===== src/rtl/fetch_pkg.sv =====
// Shared types and constants for the instruction prefetch stage.
//   FETCH_XLEN       : address width the queue entry layout is built for
//   PC_RESET_DEFAULT : default fetch PC after reset
//   INSTR_NOP        : instruction placed in exception entries (addi x0,x0,0)
//   type_exc_code_e  : exception codes carried with a queue entry
//   type_fetch_entry_s : one prefetch queue entry {instr, pc, exc_req, exc_code}
package fetch_pkg;

  localparam int unsigned FETCH_XLEN = 32;
  localparam logic [FETCH_XLEN-1:0] PC_RESET_DEFAULT = 32'h8000_0000;
  localparam logic [31:0] INSTR_NOP = 32'h0000_0013;

  typedef enum logic [4:0] {
    EXC_CODE_INSTR_MISALIGN = 5'd0,
    EXC_CODE_NO_EXCEPTION   = 5'd31
  } type_exc_code_e;

  typedef struct packed {
    logic [31:0]           instr;
    logic [FETCH_XLEN-1:0] pc;
    logic                  exc_req;
    type_exc_code_e        exc_code;
  } type_fetch_entry_s;

endpackage


===== src/rtl/fetch_queue.sv =====
// Synchronous FIFO of an arbitrary packed type with flush.
//   clk_i, rst_ni : clock, asynchronous active-low reset (control state only)
//   push_i/data_i : write one element (ignored while flush_i)
//   pop_i         : remove head element (ignored while flush_i or empty)
//   flush_i       : drop all contents
//   data_o        : head element (undefined when count_o == 0)
//   count_o       : number of stored elements
module fetch_queue #(
  parameter int unsigned DEPTH = 4,
  parameter type T = logic [31:0]
) (
  input  logic                       clk_i,
  input  logic                       rst_ni,
  input  logic                       push_i,
  input  T                           data_i,
  input  logic                       pop_i,
  input  logic                       flush_i,
  output T                           data_o,
  output logic [$clog2(DEPTH+1)-1:0] count_o
);

  localparam int unsigned PW = $clog2(DEPTH);
  localparam int unsigned CW = $clog2(DEPTH+1);

  T              mem_q [DEPTH];
  logic [PW-1:0] wptr_q, wptr_d, rptr_q, rptr_d;
  logic [CW-1:0] count_q, count_d;
  logic          do_push, do_pop;

  assign do_push = push_i & ~flush_i;
  assign do_pop  = pop_i & ~flush_i & (count_q != '0);

  // Pointers are log2(DEPTH) bits wide, so they wrap modulo DEPTH for free.
  always_comb begin
    wptr_d  = wptr_q;
    rptr_d  = rptr_q;
    count_d = count_q;
    if (flush_i) begin
      wptr_d  = '0;
      rptr_d  = '0;
      count_d = '0;
    end else begin
      if (do_push) wptr_d = wptr_q + 1'b1;
      if (do_pop)  rptr_d = rptr_q + 1'b1;
      if (do_push && !do_pop)      count_d = count_q + 1'b1;
      else if (!do_push && do_pop) count_d = count_q - 1'b1;
    end
  end

  always_ff @(posedge clk_i or negedge rst_ni) begin
    if (!rst_ni) begin
      wptr_q  <= '0;
      rptr_q  <= '0;
      count_q <= '0;
    end else begin
      wptr_q  <= wptr_d;
      rptr_q  <= rptr_d;
      count_q <= count_d;
    end
  end

  always_ff @(posedge clk_i) begin
    if (do_push) mem_q[wptr_q] <= data_i;
  end

  assign data_o  = mem_q[rptr_q];
  assign count_o = count_q;

  a_no_push_when_full: assert property (@(posedge clk_i) disable iff (!rst_ni)
    do_push |-> (count_q != CW'(DEPTH)));

endmodule


===== src/rtl/fetch_prefetch.sv =====
// Instruction fetch stage with an in-order prefetch queue.
//   clk, rst_n                 : clock, asynchronous active-low reset
//   mmu_vaddr_o / mmu_paddr_i / mmu_hit_i : fetch address translation
//   imem_req_o / imem_addr_o   : IMEM request (accepted in the cycle it is raised)
//   imem_ack_i / imem_rdata_i  : in-order IMEM responses, no backpressure
//   csr_redirect_i/csr_pc_i    : highest-priority new PC
//   exe_redirect_i/exe_pc_i    : branch/jump new PC
//   id_valid_o/id_ready_i      : head handshake towards ID
//   id_instr_o/id_pc_o/id_exc_req_o/id_exc_code_o : head entry contents
//   if_stall_o                 : queue empty
// XLEN must equal fetch_pkg::FETCH_XLEN (the entry layout is fixed by the package).
module fetch_prefetch
  import fetch_pkg::*;
#(
  parameter int unsigned     XLEN            = FETCH_XLEN,
  parameter int unsigned     FIFO_DEPTH      = 4,
  parameter int unsigned     MAX_OUTSTANDING = 2,
  parameter logic [XLEN-1:0] PC_RESET        = PC_RESET_DEFAULT
) (
  input  logic            clk,
  input  logic            rst_n,
  output logic [XLEN-1:0] mmu_vaddr_o,
  input  logic [XLEN-1:0] mmu_paddr_i,
  input  logic            mmu_hit_i,
  output logic            imem_req_o,
  output logic [XLEN-1:0] imem_addr_o,
  input  logic            imem_ack_i,
  input  logic [31:0]     imem_rdata_i,
  input  logic            csr_redirect_i,
  input  logic [XLEN-1:0] csr_pc_i,
  input  logic            exe_redirect_i,
  input  logic [XLEN-1:0] exe_pc_i,
  output logic            id_valid_o,
  input  logic            id_ready_i,
  output logic [31:0]     id_instr_o,
  output logic [XLEN-1:0] id_pc_o,
  output logic            id_exc_req_o,
  output type_exc_code_e  id_exc_code_o,
  output logic            if_stall_o
);

  localparam int unsigned CW = $clog2(FIFO_DEPTH+1);

  logic [XLEN-1:0]   fetch_pc_q, fetch_pc_d;
  logic              halt_q, halt_d;
  logic [CW-1:0]     drop_cnt_q, drop_cnt_d;
  logic              active_q;

  logic [CW-1:0]     count, outstanding;
  logic [CW:0]       occupancy;
  logic              redirect, misaligned, slot_free, out_ok;
  logic              issue, drop, enq_resp, enq_exc, deq, q_empty;
  logic [XLEN-1:0]   redirect_pc, tag_pc;
  type_fetch_entry_s enq_entry, head_entry;

  assign redirect    = csr_redirect_i | exe_redirect_i;
  assign redirect_pc = csr_redirect_i ? csr_pc_i : exe_pc_i;
  assign misaligned  = fetch_pc_q[1:0] != 2'b00;

  // Queue space is reserved at issue time for every request in flight,
  // including ones that will be dropped, so an ack can always be enqueued.
  assign occupancy = {1'b0, count} + {1'b0, outstanding};
  assign slot_free = occupancy < (CW+1)'(FIFO_DEPTH);
  assign out_ok    = outstanding < CW'(MAX_OUTSTANDING);

  // active_q holds off requests for the first cycle after reset so no
  // output depends combinationally on the reset pin.
  assign issue = active_q & mmu_hit_i & ~halt_q & ~redirect & ~misaligned & out_ok & slot_free;

  assign drop     = drop_cnt_q != '0;
  assign enq_resp = imem_ack_i & ~drop & ~redirect;
  assign enq_exc  = active_q & misaligned & ~halt_q & ~redirect & slot_free & ~enq_resp;
  assign q_empty  = count == '0;
  assign deq      = ~q_empty & id_ready_i & ~redirect;

  always_comb begin
    enq_entry = '{instr: INSTR_NOP, pc: fetch_pc_q, exc_req: 1'b1,
                  exc_code: EXC_CODE_INSTR_MISALIGN};
    if (enq_resp) begin
      enq_entry = '{instr: imem_rdata_i, pc: tag_pc, exc_req: 1'b0,
                    exc_code: EXC_CODE_NO_EXCEPTION};
    end
  end

  // A redirect squashes everything still in flight: those responses are
  // counted off in drop_cnt as they return, including any ack this cycle.
  always_comb begin
    fetch_pc_d = fetch_pc_q;
    halt_d     = halt_q;
    drop_cnt_d = drop_cnt_q;
    if (redirect) begin
      fetch_pc_d = redirect_pc;
      halt_d     = 1'b0;
      drop_cnt_d = outstanding - CW'(imem_ack_i);
    end else begin
      if (issue)              fetch_pc_d = fetch_pc_q + XLEN'(4);
      if (enq_exc)            halt_d     = 1'b1;
      if (imem_ack_i && drop) drop_cnt_d = drop_cnt_q - 1'b1;
    end
  end

  always_ff @(posedge clk or negedge rst_n) begin
    if (!rst_n) begin
      fetch_pc_q <= PC_RESET;
      halt_q     <= 1'b0;
      drop_cnt_q <= '0;
      active_q   <= 1'b0;
    end else begin
      fetch_pc_q <= fetch_pc_d;
      halt_q     <= halt_d;
      drop_cnt_q <= drop_cnt_d;
      active_q   <= 1'b1;
    end
  end

  // Tag FIFO: PC of each request in flight; its fill level is the
  // outstanding count. Never flushed, since dropped acks still retire tags.
  fetch_queue #(.DEPTH(FIFO_DEPTH), .T(logic [XLEN-1:0])) u_tag_q (
    .clk_i   (clk),
    .rst_ni  (rst_n),
    .push_i  (issue),
    .data_i  (fetch_pc_q),
    .pop_i   (imem_ack_i),
    .flush_i (1'b0),
    .data_o  (tag_pc),
    .count_o (outstanding)
  );

  fetch_queue #(.DEPTH(FIFO_DEPTH), .T(type_fetch_entry_s)) u_entry_q (
    .clk_i   (clk),
    .rst_ni  (rst_n),
    .push_i  (enq_resp | enq_exc),
    .data_i  (enq_entry),
    .pop_i   (deq),
    .flush_i (redirect),
    .data_o  (head_entry),
    .count_o (count)
  );

  assign mmu_vaddr_o   = fetch_pc_q;
  assign imem_req_o    = issue;
  assign imem_addr_o   = mmu_paddr_i;
  assign id_valid_o    = ~q_empty;
  assign id_instr_o    = head_entry.instr;
  assign id_pc_o       = head_entry.pc;
  assign id_exc_req_o  = head_entry.exc_req;
  assign id_exc_code_o = head_entry.exc_code;
  assign if_stall_o    = q_empty;

  a_ack_needs_outstanding: assert property (@(posedge clk) disable iff (!rst_n)
    imem_ack_i |-> (outstanding != '0));

endmodule


===== config.mk =====
export PLATFORM = sky130hd
export DESIGN_NAME = fetch_prefetch
export DESIGN_NICKNAME = d
export VERILOG_FILES = /design/src/rtl/fetch_pkg.sv /design/src/rtl/fetch_queue.sv /design/src/rtl/fetch_prefetch.sv
export SDC_FILE = /design/constraint.sdc
export NUM_CORES = 1
export LEC_CHECK = 0
export ABC_AREA = 1
export CAP_MARGIN = 20
export CORE_MARGIN = 3
export CORE_UTILIZATION = 40
export DETAILED_ROUTE_END_ITERATION = 8
export HOLD_SLACK_MARGIN = 0.02
export RECOVER_POWER = 100
export SYNTH_ARGS = -nofsm -noshare
export SYNTH_HDL_FRONTEND = slang
export SYNTH_SLANG_ARGS = --single-unit

===== constraint.sdc =====
create_clock -name clk -period 5.1 [get_ports clk]
set_input_delay 0.51 -clock clk [delete_from_list [all_inputs] [get_ports clk]]
set_output_delay 0.51 -clock clk [all_outputs]
set_load 0.005 [all_outputs]

==> results of run 1 <==
## per-layer routing
metal  share of wire  routed length [um]  track usage
met1            0.47               22870       0.2766
met2            0.45               22060       0.2987
met4           0.018                 899      0.04818
met5               0                   0            0
met3           0.063                3085      0.03757
## cells by family after synthesis
logic type      count (synthesis)  share of synthesized area
flops                         443                     0.6765
simple gates                  613                     0.1315
compound gates                421                     0.1173
other cells                     1                  0.0001944
buf+inv                       236                    0.05702
xor+xnor                       11                   0.004996
fa+ha+maj                      18                    0.01246
## layout by cell type, fill, tap and decap left out, types with 3 or more instances in the layout
master | Yosys | final
edfxtp_1 | 392 | 392
clkdlybuf4s50_1 | 0 | 108
inv_1 | 98 | 100
nor2_2 | 7 | 11
nand2_4 | 4 | 3
o21ai_0 | 258 | 267
nand4_1 | 5 | 6
or2_0 | 0 | 3
o22ai_1 | 100 | 100
inv_2 | 7 | 4
nand2_1 | 192 | 194
bufinv_16 | 0 | 3
nor3_1 | 4 | 4
clkbuf_2 | 0 | 5
clkbuf_16 | 0 | 47
o211ai_1 | 6 | 6
ha_1 | 16 | 16
xor2_1 | 9 | 9
o21ai_1 | 17 | 8
clkinv_2 | 0 | 10
a21oi_1 | 30 | 30
dfrtp_1 | 50 | 48
dlygate4sd3_1 | 0 | 98
nor2_4 | 3 | 5
clkinv_1 | 1 | 11
clkbuf_1 | 57 | 22
nand3_1 | 26 | 28
a31oi_1 | 9 | 9
buf_4 | 41 | 11
nor2_1 | 355 | 350
## path summary, 6_finish.rpt
path | start | to | slack, ns | cells after the start
max | u_entry_q.rptr_q[0] | id_pc_o[13] | 0.78 | 4
min | exe_pc_i[1] | mmu_vaddr_o[1] | 0.55 | 3
max reg2reg | u_entry_q.count_o[2] | u_entry_q.mem_q[1][14] | 1.24 | 9
min reg2reg | u_entry_q.wptr_q[0] | u_entry_q.wptr_q[0] | 0.55 | 1
max in group asynchronous | rst_n | u_entry_q.rptr_q[0] | 2.04 | 2
min in group asynchronous | rst_n | drop_cnt_q[1] | 1.00 | 2
## cell type report
type | count | area [um^2]
clock inverters | 24 | 190.2
fillers | 4202 | 24060
inverters | 106 | 399.1
clock buffers | 58 | 1217
multi-input cells | 1064 | 5105
well taps | 607 | 759.5
flip-flops and latches | 443 | 13050
repair buffers | 236 | 2263
## per-stage QoR
step	std cells	hold WS, ns
floorplan	1743	0.2144
global placement	2455	0.5169
detailed placement	2455	0.5313
CTS	2537	0.06829
global route	2538	0.5579
finish	2538	0.5460
## sequential cells by signal, summed over array words and instances, names as in the netlist
register / count
active_q: 1
u_entry_q.rptr_q: 2
drop_cnt_q: 3
u_entry_q.count_o: 3
u_tag_q.count_o: 3
u_entry_q.mem_q: 264
u_entry_q.wptr_q: 2
u_tag_q.wptr_q: 2
halt_q: 1
u_tag_q.mem_q: 128
mmu_vaddr_o: 32
u_tag_q.rptr_q: 2
## report_power, final
group          internal, mW  switching, mW  total, mW
registers              4.17          0.189       4.36
logic                 0.697           1.12       1.81
clock network          1.83           1.33       3.16
## worst max-delay path, stage by stage (launching register included)
cell and delay, ns:
dfrtp_4 0.92, clkbuf_2 1.03, o21ai_0 0.23, o22ai_1 0.38, clkdlybuf4s50_1 0.58
==> impl_metrics.ini, run 1 <==
[status]
status = finished, violations left
violations = capacitance limit, slew limit

[sta]
tns_ns = 0
fmax_mhz = 231.6
tightest_slew_ns = 2.948
fin_crit_sh = 0.8468
slew_headroom = -0.9656
finalHoldViolations = 0
setup_viol = 0
min_period_ns = 4.319
post-route-worst-setup-slack_ns = 0.7813
clock_skew_ns = 0.01180
finalMaxSlewViolations = 377
grt_setup_unrepaired = false

[yosys]
synthArstFlopShare = 0.1151
synth_most_common_cell = edfxtp_1
synth_area_leaders = edfxtp_1 61%, nor2_1 6.9%, o21ai_0 6.7%
syn_area_um2 = 19290
yosys.area.top_type_share = 0.6103
synth_cells = 1743
ys_ff_latch = 443
synth_flop_cell = edfxtp_1
yosysSeqAreaShare = 0.6765
ys.warnings.count = 0
synth_edf_count = 392
synth_cell_types = 42
synth_top_area_cell = edfxtp_1
syn_nets = 1896
synthTopCellsByCount = 392 x edfxtp_1, 355 x nor2_1, 258 x o21ai_0
syn_avg_cell_area_um2 = 11.07

[clocking]
cts.sinks = 443
cts.clk_slew.worst_paths_ns = 0.06
tritoncts = yes
numCtsBuffers = 45
post_cts.repair.setup_buffers = 0
ctsRootBufferMaster = clkbuf_16
cts-hold-fix-buffers = 0
post_cts_resized = 0
cts_htree_levels = 2
clk_latency_ns = 0.56
clockBufferDepth = 3

[routing]
drt_wl_total_mm = 48.91
wl_per_cell_um = 19.27
detail_route.iter0.violations = 954
drcViolationCount = 0
dr_total_vias = 13370
antenna_left = 0
vias_per_cell = 5.268
first_pass_iters = 5

[placement]
placed_area_um2 = 21720
io_buffers = 207
gp_congestion = 0.8233
dpl.hpwl_mm = 29.96
pre_cts_slack_ns = 1.765

[floorplanning]
ios = 272
rows = 79
initial_core_util = 0.4099
die_h_um = 225.6
core_area_um2 = 47050
die-area_um2 = 50890
die_w_um = 225.6

[layout]
postLayoutCellArea_um2 = 22990
syn2layout_area_growth_pct = 19.19
antennaDiodeCount = 0
final_util = 0.4886
fin_nets = 2049
layout-drive-gt1-share = 0.05955

[grt]
antenna_found_initial = 2
grt_pass1_vias = 12860
grt_pass1_wl_mm = 75.16
overflow = 0
grt_max_degree = 77
grt_util_all_layers = 0.1912

[job]
drv_cap = 11

[worst_setup_path]
crit_path_end_kind = output port
crit_path_start_kind = register
required_ns = 4.59
crit_arrival_ns = 3.81
critPathKind = register to output port
cp_max_fo = 75

[power]
ir_worst_vdd_v = 0.0002311
total_power_mw = 9.337
power.density_nw_per_um2 = 406.2
p_leak_nw = 8.059

[min_path]
min_path_type = input port to register
No activity file was read; power rests on OpenSTA's default activity.
==> run 2: changes to the inputs <==
==> constraint.sdc (replaced) <==
create_clock -name clk -period 3.6 [get_ports clk]
set_input_delay 0.36 -clock clk [delete_from_list [all_inputs] [get_ports clk]]
set_output_delay 0.36 -clock clk [all_outputs]
set_load 0.005 [all_outputs]
==> impl_metrics.ini, run 2 (synthesis gave the netlist of run 1 again) <==
[sta]
min_period_ns = 3.257
slew_headroom = -0.3108
fmax_mhz = 307.0
clock_skew_ns = 0.01433
fin_crit_sh = 0.9048
finalHoldViolations = 0
finalMaxSlewViolations = 37
holdWs_ns = 0.3460
tns_ns = 0
grt_setup_unrepaired = false
tightest_slew_ns = 1.966
setup_viol = 0

[power]
ir_worst_vdd_v = 0.0003434
p_leak_nw = 8.195
p_seq_frac = 0.450
power_switching_mw = 3.845
power.density_nw_per_um2 = 586.7
switching_share = 0.2819
clkPwrFrac = 0.364
combPwrFrac = 0.186
total_power_mw = 13.64
intPower_mw = 9.797

[grt]
overflow = 0
grt_pass1_wl_mm = 74.95
grt_util_all_layers = 0.1889
grt_max_degree = 134
antenna_found_initial = 0
grt_pass1_vias = 12960

[clocking]
cts.sinks = 443
cts_htree_levels = 2
ctsRootBufferMaster = clkbuf_16
numCtsBuffers = 48
clk_latency_ns = 0.57
cts.clk_slew.worst_paths_ns = 0.07
tritoncts = yes
clockBufferDepth = 3

[routing]
vias_per_cell = 5.191
first_pass_iters = 8
drcViolationCount = 0
dr_total_vias = 13240
detail_route.iter0.violations = 1175
antenna_left = 0
drt_wl_total_mm = 48.25
wl_per_cell_um = 18.92

[floorplanning]
die_w_um = 225.6
die-area_um2 = 50890
ios = 272
initial_core_util = 0.4099
die_h_um = 225.6
core_area_um2 = 47050
rows = 79

[worst_setup_path]
crit_path_start_kind = register
cp_common_cell = buf_4
r2r_slack_ns = 0.38
cp_max_fo = 35
crit_slowest_cell = dlygate4sd3_1
crit_arrival_ns = 2.90
required_ns = 3.24
worstPathCellList = buf_4 > buf_4 > o21ai_0 > o22ai_1 > dlygate4sd3_1
cpPeakStageDelay_ns = 0.66
crit_path_end_kind = output port
critPathKind = register to output port

[layout]
largest_register = u_entry_q.mem_q
postLayoutCellArea_um2 = 23250
antennaDiodeCount = 0
layout-drive-gt1-share = 0.07305
final_cell_mix = 392 x edfxtp_1, 355 x nor2_1, 269 x o21ai_0
largest_register_ffs = 264
stdcell_count = 2551
fin_nets = 2058
layout_commonest_cell = edfxtp_1
syn2layout_area_growth_pct = 20.54

[job]
drv_cap = 1

[placement]
gp_congestion = 0.9224
placed_area_um2 = 21840
dpl.cell_count = 2461
dpl.hpwl_mm = 29.97
io_buffers = 207

[status]
status = finished, violations left
violations = capacitance limit, slew limit

[min_path]
min_path_type = input port to register
-- run 2: cell types whose count changed in the layout (fill, tap and decap cells not counted), moves of 4 or more --
cell | previous run | this run
clkinvlp_4 | 0 | 10
clkinv_2 | 10 | 14
clkinv_1 | 11 | 4
dlygate4sd3_1 | 98 | 102
clkbuf_1 | 22 | 10
nor2_1 | 350 | 355
-- run 2: path summary, 6_finish.rpt --
check	cells after the start	end	start
worst max-delay path	5	id_pc_o[17]	u_entry_q.rptr_q[1]
worst min-delay path	3	mmu_vaddr_o[1]	exe_pc_i[1]
worst max register to register	9	u_entry_q.mem_q[0][61]	u_tag_q.count_o[1]
worst min register to register	1	u_entry_q.wptr_q[0]	u_entry_q.wptr_q[0]
max in group asynchronous	3	mmu_vaddr_o[7]	rst_n
min in group asynchronous	2	drop_cnt_q[1]	rst_n
-- run 2: routing by layer --
metal	share of wire	track usage	up-vias
met3	0.070	0.03939	59
li1	-	-	6392
met1	0.46	0.2742	6358
met2	0.46	0.2968	434
met4	0.016	0.03854	0
met5	0	0	-
-- run 2: final cells by class --
cell class | instances | area, um^2
clock buffers | 53 | 1241
clock inverters | 36 | 366.6
fillers | 4226 | 23800
inverters | 106 | 399.1
multi-input cells | 1064 | 5090
flip-flops and latches | 443 | 13050
well taps | 607 | 759.5
repair buffers | 242 | 2340
-- run 2: power by group through the flow --
stage               clock network (mW)  registers [mW]  logic (mW)
finish                            4.97            6.14        2.54
global placement                     0            6.23        2.65
floorplan                            0            6.17        1.59
global route                      5.29            6.17        2.87
detailed placement                   0            6.24        2.68
CTS                               5.08            6.14        2.70
-- run 2: timing repair --
item | 4_1_cts | 5_1_grt
buffers inserted | 0 | 0
hold endpoints to repair | 15 | 0
hold buffers | 1 | 0
gates resized for setup | 0 | 0
-- run 2: worst max-delay path, delay by kind of cell, from the launching register on --
family | cells | cell delay, ns
AOI/OAI and AO/OA | 2 | 0.47
DFF | 1 | 0.36
buffers and inverters | 3 | 1.48
-- run 2: stage by stage --
stage | setup WS (ns) | utilization
2_1_floorplan | 0.2667 | -
3_5_place_dp | 0.6811 | 0.4642
5_1_grt | 0.1386 | 0.4942
6_report | 0.3426 | 0.4942
3_3_place_gp | 0.6746 | 0.4642
4_1_cts | 0.3590 | 0.4985
==> run 3: changes to the inputs <==
--- a/config.mk
+++ b/config.mk
@@ -12,6 +12,7 @@
 export DETAILED_ROUTE_END_ITERATION = 8
 export HOLD_SLACK_MARGIN = 0.02
 export RECOVER_POWER = 100
+export SKIP_CTS_REPAIR_TIMING = 1
 export SYNTH_ARGS = -nofsm -noshare
 export SYNTH_HDL_FRONTEND = slang
 export SYNTH_SLANG_ARGS = --single-unit
==> impl_metrics.ini, run 3 (synthesis gave the netlist of run 1 again) <==
[power]
p_leak_nw = 8.195
ir_worst_vdd_v = 0.0003429
power.density_nw_per_um2 = 586.7

[floorplanning]
rows = 79
die_w_um = 225.6
ios = 272
die_h_um = 225.6
core_area_um2 = 47050
die-area_um2 = 50890
initial_core_util = 0.4099

[grt]
overflow = 0
grt_pass1_wl_mm = 74.95
grt_util_all_layers = 0.1889
grt_max_degree = 134
antenna_found_initial = 0
grt_pass1_vias = 12960

[sta]
finalHoldViolations = 0
min_period_ns = 3.258
tns_ns = 0
fmax_mhz = 306.9
grt_setup_unrepaired = false
finalMaxSlewViolations = 37
setup_viol = 0
post-route-worst-setup-slack_ns = 0.3420
slew_headroom = -0.3117
tightest_slew_ns = 1.968
clock_skew_ns = 0.01576
fin_crit_sh = 0.9050

[routing]
antenna_left = 0
vias_per_cell = 5.189
dr_total_vias = 13240
detail_route.iter0.violations = 1187
first_pass_iters = 6
drcViolationCount = 0
wl_per_cell_um = 18.90
drt_wl_total_mm = 48.22

[layout]
layout-drive-gt1-share = 0.07305
fin_nets = 2058
final.fill_count = 4227
largest_register = u_entry_q.mem_q
final_cell_mix = 392 x edfxtp_1, 355 x nor2_1, 269 x o21ai_0
multiInputGateArea_um2 = 5090
layout_commonest_cell = edfxtp_1
largest_register_ffs = 264
syn2layout_area_growth_pct = 20.54
antennaDiodeCount = 0
register_area_um2 = 13050

[worst_setup_path]
cp_max_fo = 35
required_ns = 3.24
critPathKind = register to output port
crit_arrival_ns = 2.90
rr_worst_depth = 9
crit_path_end_kind = output port
crit_path_start_kind = register

[placement]
gp_congestion = 0.9224
dpl.hpwl_mm = 29.97
pre_cts_slack_ns = 0.6811
io_buffers = 207

[clocking]
tritoncts = yes
clk_latency_ns = 0.57
cts.sinks = 443
cts_htree_levels = 2
clockBufferDepth = 3
cts.clk_slew.worst_paths_ns = 0.07
numCtsBuffers = 48
ctsRootBufferMaster = clkbuf_16

[min_path]
min_path_type = input port to register
whs_path_depth = 3

[status]
status = finished, violations left
violations = capacitance limit, slew limit

[job]
drv_cap = 1
## run 3: routing by layer
metal  GRT usage  wire, um  up-vias
met5           0         0        -
met4     0.03854       742        0
met3     0.03939      3241       59
met2      0.2968     22030      429
met1      0.2742     22200     6359
li1            -         -     6389
## run 3: path summary, 6_finish.rpt
path | startpoint | slack [ns] | endpoint
max | u_entry_q.rptr_q[1] | 0.34 | id_pc_o[17]
min | exe_pc_i[1] | 0.35 | mmu_vaddr_o[1]
max reg2reg | u_tag_q.count_o[1] | 0.38 | u_entry_q.mem_q[0][61]
min reg2reg | u_entry_q.wptr_q[0] | 0.54 | u_entry_q.wptr_q[0]
max in group asynchronous | rst_n | 0.82 | mmu_vaddr_o[7]
min in group asynchronous | rst_n | 0.44 | drop_cnt_q[1]
## run 3: area by class of cell
class,instances,area share
clock buffer,53,0.05338
sequential,443,0.5615
multi-input combinational,1064,0.2189
inverter,106,0.01717
clock inverter,36,0.01577
tap,607,0.03267
timing repair buffer,242,0.1006
## run 3: critical path, stage by stage, from the launching register on
cell and delay [ns]:
dfrtp_2 0.36, buf_4 0.37, buf_4 0.45, o21ai_0 0.15, o22ai_1 0.32, dlygate4sd3_1 0.66
## run 3: power breakdown
part	leakage (nW)	switching [mW]	internal (mW)
sequential	4.09	0.227	5.91
clock	0.768	2.03	2.93
combinational	3.34	1.58	0.953
total	8.20	3.84	9.80
## run 3: per-stage QoR
step	std cells	util	instance area [um^2]	power [mW]	hold WS, ns
floorplan	1743	-	19300	7.758	0.06441
global placement	2461	0.4642	21840	8.881	0.3037
detailed placement	2461	0.4642	21840	8.925	0.3101
CTS	2550	0.4983	23450	13.92	-0.3080
global route	2551	0.4942	23250	14.33	0.3283
finish	2551	0.4942	23250	13.64	0.3476
